--- config.mk ---
export PLATFORM = sky130hd
export DESIGN_NAME = data_buffer_arbiter
export DESIGN_NICKNAME = d
export VERILOG_FILES = /design/src/rtl/usb_buf_pkg.sv /design/src/rtl/buffer_pointer_unit.sv /design/src/rtl/data_buffer_arbiter.sv
export SDC_FILE = /design/constraint.sdc
export NUM_CORES = 1
export LEC_CHECK = 0
export CAP_MARGIN = 20
export CORE_MARGIN = 2
export CORE_UTILIZATION = 47
export DETAILED_ROUTE_END_ITERATION = 16
export MAX_ROUTING_LAYER = met4
export PLACE_DENSITY_LB_ADDON = 0.1
export SLEW_MARGIN = 0
export SYNTH_ARGS = -nofsm -noshare
export SYNTH_HDL_FRONTEND = slang
export SYNTH_HIERARCHICAL = 1
export SYNTH_SLANG_ARGS = --single-unit
--- constraint.sdc ---
create_clock -name clk -period 3.6 [get_ports clk]
set_input_delay 0.72 -clock clk [delete_from_list [all_inputs] [get_ports clk]]
set_output_delay 0.72 -clock clk [all_outputs]
set_load 0.005 [all_outputs]
--- src/rtl/usb_buf_pkg.sv ---
// rtl/usb_buf_pkg.sv - shared state encoding, depth and AHB size helpers for the USB endpoint buffer
package usb_buf_pkg;

    localparam int BUF_DEPTH = 64;

    localparam logic [1:0] AHB_SIZE_BYTE = 2'b00;
    localparam logic [1:0] AHB_SIZE_HALF = 2'b01;
    localparam logic [1:0] AHB_SIZE_WORD = 2'b10;

    typedef enum logic [2:0] {
        ST_IDLE    = 3'd0,
        ST_USB_WR  = 3'd1,
        ST_USB_RD  = 3'd2,
        ST_USB_CAP = 3'd3,
        ST_AHB_WR  = 3'd4,
        ST_AHB_RD  = 3'd5,
        ST_AHB_CAP = 3'd6
    } buf_state_e;

    // The reserved encoding 11 moves a full word, same as 10.
    function automatic logic [2:0] size_to_bytes(input logic [1:0] size);
        case (size)
            AHB_SIZE_BYTE: return 3'd1;
            AHB_SIZE_HALF: return 3'd2;
            AHB_SIZE_WORD: return 3'd4;
            default:       return 3'd4;
        endcase
    endfunction

endpackage

--- src/rtl/buffer_pointer_unit.sv ---
// rtl/buffer_pointer_unit.sv - write/read pointers and occupancy count for the endpoint buffer
module buffer_pointer_unit
    import usb_buf_pkg::*;
#(
    parameter int DEPTH = BUF_DEPTH
) (
    input  logic                       clk,
    input  logic                       rst,
    input  logic                       clear,
    input  logic                       inc_w,
    input  logic                       inc_r,
    output logic [$clog2(DEPTH)-1:0]   wptr,
    output logic [$clog2(DEPTH)-1:0]   rptr,
    output logic [$clog2(DEPTH):0]     occupancy
);

    localparam int AW = $clog2(DEPTH);

    logic [AW-1:0] wptr_q, wptr_d;
    logic [AW-1:0] rptr_q, rptr_d;
    logic [AW:0]   occ_q, occ_d;

    // The sequencer never writes and reads in the same cycle, so the
    // occupancy update below never needs to net an increment against a decrement.
    always_comb begin
        wptr_d = wptr_q;
        rptr_d = rptr_q;
        occ_d  = occ_q;
        if (clear) begin
            wptr_d = '0;
            rptr_d = '0;
            occ_d  = '0;
        end else begin
            if (inc_w) begin
                wptr_d = wptr_q + AW'(1);
                occ_d  = occ_q + (AW+1)'(1);
            end
            if (inc_r) begin
                rptr_d = rptr_q + AW'(1);
                occ_d  = occ_q - (AW+1)'(1);
            end
        end
    end

    always_ff @(posedge clk) begin
        if (rst) begin
            wptr_q <= '0;
            rptr_q <= '0;
            occ_q  <= '0;
        end else begin
            wptr_q <= wptr_d;
            rptr_q <= rptr_d;
            occ_q  <= occ_d;
        end
    end

    assign wptr      = wptr_q;
    assign rptr      = rptr_q;
    assign occupancy = occ_q;

endmodule

--- src/rtl/data_buffer_arbiter.sv ---
// rtl/data_buffer_arbiter.sv - USB/AHB sequencer for the shared endpoint SRAM; BUFFER_ARB_RR_EN alternates side priority
module data_buffer_arbiter
    import usb_buf_pkg::*;
#(
    parameter int DEPTH = BUF_DEPTH
) (
    input  logic                       clk,
    input  logic                       rst,
    input  logic                       clear,
    input  logic                       usb_wr_req,
    input  logic [7:0]                 usb_wr_data,
    input  logic                       usb_rd_req,
    input  logic                       ahb_wr_req,
    input  logic                       ahb_rd_req,
    input  logic [1:0]                 ahb_size,
    input  logic [31:0]                ahb_wr_data,
    input  logic [7:0]                 mem_rdata,
    output logic                       usb_wr_ack,
    output logic                       usb_rd_ack,
    output logic                       ahb_wr_ack,
    output logic                       ahb_rd_ack,
    output logic                       usb_err,
    output logic                       ahb_err,
    output logic [7:0]                 usb_rd_data,
    output logic [31:0]                ahb_rd_data,
    output logic [$clog2(DEPTH):0]     buffer_occupancy,
    output logic                       busy,
    output logic [$clog2(DEPTH)-1:0]   mem_addr,
    output logic                       mem_wen,
    output logic                       mem_ren,
    output logic [7:0]                 mem_wdata
);

    localparam int AW = $clog2(DEPTH);
    localparam logic [AW+1:0] DEPTH_EXT = (AW+2)'(DEPTH);

    buf_state_e    state_q, state_d;
    logic [1:0]    cnt_q, cnt_d;
    logic [2:0]    nbytes_q, nbytes_d;
    logic          usb_wr_ack_q, usb_wr_ack_d, usb_rd_ack_q, usb_rd_ack_d;
    logic          ahb_wr_ack_q, ahb_wr_ack_d, ahb_rd_ack_q, ahb_rd_ack_d;
    logic          usb_err_q, usb_err_d, ahb_err_q, ahb_err_d;
    logic          busy_q, busy_d;
    logic [7:0]    usb_rd_data_q, usb_rd_data_d;
    logic [31:0]   ahb_rd_data_q, ahb_rd_data_d;

    logic          inc_w, inc_r;
    logic [AW-1:0] wptr, rptr;
    logic [AW:0]   occ;

    logic          uw, ur, aw, ar, usb_side, ahb_side, pick_ahb;
    logic [2:0]    n_req, nm1;
    logic [1:0]    cap_idx;
    logic          last_byte;
    logic [AW+1:0] occ_ext, n_ext;

    buffer_pointer_unit #(.DEPTH(DEPTH)) u_ptr (
        .clk       (clk),
        .rst       (rst),
        .clear     (clear),
        .inc_w     (inc_w),
        .inc_r     (inc_r),
        .wptr      (wptr),
        .rptr      (rptr),
        .occupancy (occ)
    );

    // A requester still holds req during its ack cycle, so it is masked there.
    assign uw       = usb_wr_req & ~usb_wr_ack_q;
    assign ur       = usb_rd_req & ~usb_rd_ack_q;
    assign aw       = ahb_wr_req & ~ahb_wr_ack_q;
    assign ar       = ahb_rd_req & ~ahb_rd_ack_q;
    assign usb_side = uw | ur;
    assign ahb_side = aw | ar;

`ifdef BUFFER_ARB_RR_EN
    logic last_usb_q, last_usb_d;

    assign pick_ahb = ahb_side & (~usb_side | last_usb_q);

    // Only a contested decision moves the flag; an uncontested grant leaves it.
    always_comb begin
        last_usb_d = last_usb_q;
        if (state_q == ST_IDLE && usb_side && ahb_side && !clear) begin
            last_usb_d = ~pick_ahb;
        end
    end

    always_ff @(posedge clk) begin
        if (rst) last_usb_q <= 1'b0;
        else     last_usb_q <= last_usb_d;
    end
`else
    assign pick_ahb = ahb_side & ~usb_side;
`endif

    assign n_req     = size_to_bytes(ahb_size);
    assign occ_ext   = {1'b0, occ};
    assign n_ext     = (AW+2)'(n_req);
    assign nm1       = nbytes_q - 3'd1;
    assign last_byte = ({1'b0, cnt_q} == nm1);
    assign cap_idx   = (state_q == ST_AHB_CAP) ? nm1[1:0] : cnt_q - 2'd1;

    always_comb begin
        state_d       = state_q;
        cnt_d         = cnt_q;
        nbytes_d      = nbytes_q;
        usb_wr_ack_d  = 1'b0;
        usb_rd_ack_d  = 1'b0;
        ahb_wr_ack_d  = 1'b0;
        ahb_rd_ack_d  = 1'b0;
        usb_err_d     = 1'b0;
        ahb_err_d     = 1'b0;
        usb_rd_data_d = usb_rd_data_q;
        ahb_rd_data_d = ahb_rd_data_q;
        inc_w         = 1'b0;
        inc_r         = 1'b0;

        case (state_q)
            ST_IDLE: begin
                if (pick_ahb) begin
                    nbytes_d = n_req;
                    cnt_d    = 2'd0;
                    if (aw) begin
                        if (occ_ext + n_ext <= DEPTH_EXT) state_d = ST_AHB_WR;
                        else begin ahb_wr_ack_d = 1'b1; ahb_err_d = 1'b1; end
                    end else begin
                        ahb_rd_data_d = '0;
                        if (occ_ext >= n_ext) state_d = ST_AHB_RD;
                        else begin ahb_rd_ack_d = 1'b1; ahb_err_d = 1'b1; end
                    end
                end else if (usb_side) begin
                    if (uw) begin
                        if (occ_ext < DEPTH_EXT) state_d = ST_USB_WR;
                        else begin usb_wr_ack_d = 1'b1; usb_err_d = 1'b1; end
                    end else begin
                        if (occ != '0) state_d = ST_USB_RD;
                        else begin usb_rd_ack_d = 1'b1; usb_err_d = 1'b1; end
                    end
                end
            end
            ST_USB_WR: begin
                inc_w        = 1'b1;
                usb_wr_ack_d = 1'b1;
                state_d      = ST_IDLE;
            end
            ST_USB_RD: begin
                inc_r   = 1'b1;
                state_d = ST_USB_CAP;
            end
            ST_USB_CAP: begin
                usb_rd_data_d = mem_rdata;
                usb_rd_ack_d  = 1'b1;
                state_d       = ST_IDLE;
            end
            ST_AHB_WR: begin
                inc_w = 1'b1;
                cnt_d = cnt_q + 2'd1;
                if (last_byte) begin
                    ahb_wr_ack_d = 1'b1;
                    state_d      = ST_IDLE;
                end
            end
            ST_AHB_RD: begin
                // mem_rdata here belongs to the fetch issued one cycle earlier.
                inc_r = 1'b1;
                cnt_d = cnt_q + 2'd1;
                if (cnt_q != 2'd0) ahb_rd_data_d[{cap_idx, 3'b000} +: 8] = mem_rdata;
                if (last_byte) state_d = ST_AHB_CAP;
            end
            ST_AHB_CAP: begin
                ahb_rd_data_d[{cap_idx, 3'b000} +: 8] = mem_rdata;
                ahb_rd_ack_d = 1'b1;
                state_d      = ST_IDLE;
            end
            default: state_d = ST_IDLE;
        endcase

        if (clear) begin
            state_d      = ST_IDLE;
            cnt_d        = 2'd0;
            usb_wr_ack_d = 1'b0;
            usb_rd_ack_d = 1'b0;
            ahb_wr_ack_d = 1'b0;
            ahb_rd_ack_d = 1'b0;
            usb_err_d    = 1'b0;
            ahb_err_d    = 1'b0;
        end

        busy_d = (state_d != ST_IDLE);
    end

    always_ff @(posedge clk) begin
        if (rst) begin
            state_q       <= ST_IDLE;
            cnt_q         <= '0;
            nbytes_q      <= '0;
            usb_wr_ack_q  <= 1'b0;
            usb_rd_ack_q  <= 1'b0;
            ahb_wr_ack_q  <= 1'b0;
            ahb_rd_ack_q  <= 1'b0;
            usb_err_q     <= 1'b0;
            ahb_err_q     <= 1'b0;
            busy_q        <= 1'b0;
            usb_rd_data_q <= '0;
            ahb_rd_data_q <= '0;
        end else begin
            state_q       <= state_d;
            cnt_q         <= cnt_d;
            nbytes_q      <= nbytes_d;
            usb_wr_ack_q  <= usb_wr_ack_d;
            usb_rd_ack_q  <= usb_rd_ack_d;
            ahb_wr_ack_q  <= ahb_wr_ack_d;
            ahb_rd_ack_q  <= ahb_rd_ack_d;
            usb_err_q     <= usb_err_d;
            ahb_err_q     <= ahb_err_d;
            busy_q        <= busy_d;
            usb_rd_data_q <= usb_rd_data_d;
            ahb_rd_data_q <= ahb_rd_data_d;
        end
    end

    assign mem_wen  = (state_q == ST_USB_WR) || (state_q == ST_AHB_WR);
    assign mem_ren  = (state_q == ST_USB_RD) || (state_q == ST_AHB_RD);
    assign mem_addr = mem_wen ? wptr : rptr;

    always_comb begin
        mem_wdata = 8'h00;
        if (state_q == ST_USB_WR)      mem_wdata = usb_wr_data;
        else if (state_q == ST_AHB_WR) mem_wdata = ahb_wr_data[{cnt_q, 3'b000} +: 8];
    end

    assign usb_wr_ack       = usb_wr_ack_q;
    assign usb_rd_ack       = usb_rd_ack_q;
    assign ahb_wr_ack       = ahb_wr_ack_q;
    assign ahb_rd_ack       = ahb_rd_ack_q;
    assign usb_err          = usb_err_q;
    assign ahb_err          = ahb_err_q;
    assign usb_rd_data      = usb_rd_data_q;
    assign ahb_rd_data      = ahb_rd_data_q;
    assign buffer_occupancy = occ;
    assign busy             = busy_q;

endmodule

==> flow_summary.yaml <==
run_status:
  outcome: "completed"
grt:
  grt_max_degree: 53
  grt_pass1_wl_um: 19000
  track_usage: 0.241
  overflow: 0
  grt_pass1_vias: 3855
  antenna_found_initial: 0
synthesis:
  synth_area_um2: 4390
  synth_edf_count: 0
  syn_nets: 600
  syn_inst: 521
  ys_seq_area_frac: 0.337
  synth_top_area_frac: 0.337
  ys_ff_latch: 74
  synthDistinctLibCells: 64
  synthFlopType: "dfxtp_1"
  synth.area.top_cells: "dfxtp_1 34%, ha_1 5.7%, o21ai_0 5.5%"
  async_reset_ff_frac: 0
  synth_top_area_cell: "dfxtp_1"
  yosys_warnings: 6
  syn_avg_cell_area_um2: 8.43
cells_and_area:
  final_core_util: 0.653
  area_growth_pct: 36.0
  nNetsFinal: 719
  drive_above_1_share: 0.0963
  num-fill-cells: 768
  diodes: 0
  stdcell_count: 755
sta:
  rsz0062_at_grt: "false"
  period_minus_slack_ps: 3300
  slew_violations: 0
  relSlewSlack: 0.509
  fin_worst_skew_ps: 10.7
  setup_tns_ps: 0
  worstMarginPinSlew_ps: 730
  setup_viol: 0
  hold_violations: 0
  fmax_ghz: 0.303
  final.period_utilization: 0.917
die:
  ios: 127
  die_area_um2: 10100
  fp-row-count: 35
  die_y_um: 101
  start_util: 0.480
  dieWidth_um: 101
  core_area_um2: 9150
drt:
  drtIter0Drc: 142
  drc: 0
  vias: 4193
  via_per_inst: 5.55
  drt-total-wl_um: 11900
  ant_nets: 0
  routedWlPerCell_um: 15.7
  drt_pre_antenna_iters: 4
clock_network:
  clkLatencyLatePin_ps: 350
  cts_tree: "built"
  post_cts_buffers: 0
  cts-buffers-inserted: 9
  clkTransAtPathRegs_ps: 80
  holdBufCountCts: 0
  cts_sinks: 74
  h-tree-depth: 3
  cts_buffer_depth: 2
  clockRootBuffer: "clkbuf_8"
  ctsResizeCount: 0
min_path:
  hold_class: "reg -> reg"
worst_setup_path:
  crit_required_ps: 2880
  end_kind: "output pin"
  start_kind: "flop"
  cp.arrival_ps: 2580
  cp_max_fo: 16
  path_class: "reg -> out"
power_and_ir_drop:
  cellLeakagePower_nw: 2.25
  powerDensity_nw_per_um2: 300
  vdd_drop_max_mv: 0.189
placement:
  place_hpwl_um: 8770
  gp_congestion: 0.897
  place_inst: 740
  portBuffers: 126
run:
  drv_cap: 0
[cells by family (layout without fill, tap and decap cells)]
logic type	count (synthesis)	after routing	synth area share
fa+ha+maj	22	22	0.0661
mux	20	20	0.0732
xor+xnor	15	15	0.0299
compound gates	141	141	0.194
buf+inv	47	170	0.0444
flops	74	74	0.337
simple gates	202	202	0.256
[power breakdown]
group / switching, mW / leakage (nW) / internal, mW / total [mW]
clock network: 0.318 / 0.112 / 0.404 / 0.722
registers: 0.00938 / 0.597 / 0.824 / 0.833
logic: 0.116 / 1.54 / 0.121 / 0.237
total: 0.443 / 2.25 / 1.35 / 1.79
[through the flow]
step	hold slack, ps	total power, mW	area (um2)	worst slack, ps
detailed placement	455	1.09	5760	385
finish	464	1.79	5980	300
CTS	467	1.80	5980	291
floorplan	453	0.970	4390	737
global route	493	1.86	5980	167
global placement	445	1.08	5760	488
[sequential cells by signal, indices dropped and copies added, names as in the netlist]
signal	cells
ahb_rd_data	32
usb_err	1
busy	1
usb_rd_ack	1
ahb_err	1
u_ptr/wptr	6
u_ptr/rptr	6
u_ptr/occupancy	7
ahb_rd_ack	1
cnt_q	2
state_q	3
usb_rd_data	8
ahb_wr_ack	1
nbytes_q	3
usb_wr_ack	1
[critical path, cell delays in order, from the launching register on]
cell and delay [ps]:
dfxtp_1 650, inv_1 180, nor2_1 160, o21ba_2 410, mux2_2 380, clkdlybuf4s50_1 440
[cell type report]
class                      instances  area (um2)  area share
multi-input combinational        400        2720       0.455
clock inverter                     5        78.8      0.0132
clock buffer                      10         138      0.0230
tap                              111         139      0.0232
inverter                          15        56.3     0.00942
timing repair buffer             140        1360       0.228
sequential                        74        1480       0.248
[cell usage in the layout, fill, tap and decap left out, types with 14 or more instances in the layout]
cell	count
clkdlybuf4s50_1	125
dfxtp_1	74
o21ai_0	48
nand2_1	46
a21oi_1	42
nor2_1	36
nor2b_1	34
ha_1	20
nand3_1	17
inv_1	15
buf_4	14
[cell usage after synthesis, drive strengths merged, types with 10 or more instances]
cell type / number
dfxtp: 74
o21ai: 50
nand2: 47
a21oi: 44
nor2: 37
nor2b: 34
clkbuf: 25
ha: 20
nand3: 18
inv: 15
or3: 13
xor2: 11
nand2b: 10
[layer usage]
metal  track usage  vias up  routed length (um)
met1         0.318     1964                5420
met5             -        -                   0
met2         0.378       93                5770
met4        0.0864        0                 245
li1              -     2112                   -
met3        0.0354       24                 416
[final timing paths]
kind / startpoint / to / slack (ps) / depth (start not counted)
worst max-delay path: state_q[0]$_SDFF_PP0_ / mem_addr[0] / 300 / 5
worst min-delay path: usb_rd_data[5]$_SDFFE_PP0P_ / usb_rd_data[5]$_SDFFE_PP0P_ / 460 / 2
worst max register to register: state_q[1]$_SDFF_PP0_ / ahb_rd_data[10]$_SDFFE_PP0P_ / 640 / 8
worst min register to register: usb_rd_data[5]$_SDFFE_PP0P_ / usb_rd_data[5]$_SDFFE_PP0P_ / 460 / 2
Power figures use the tool's default switching activity.
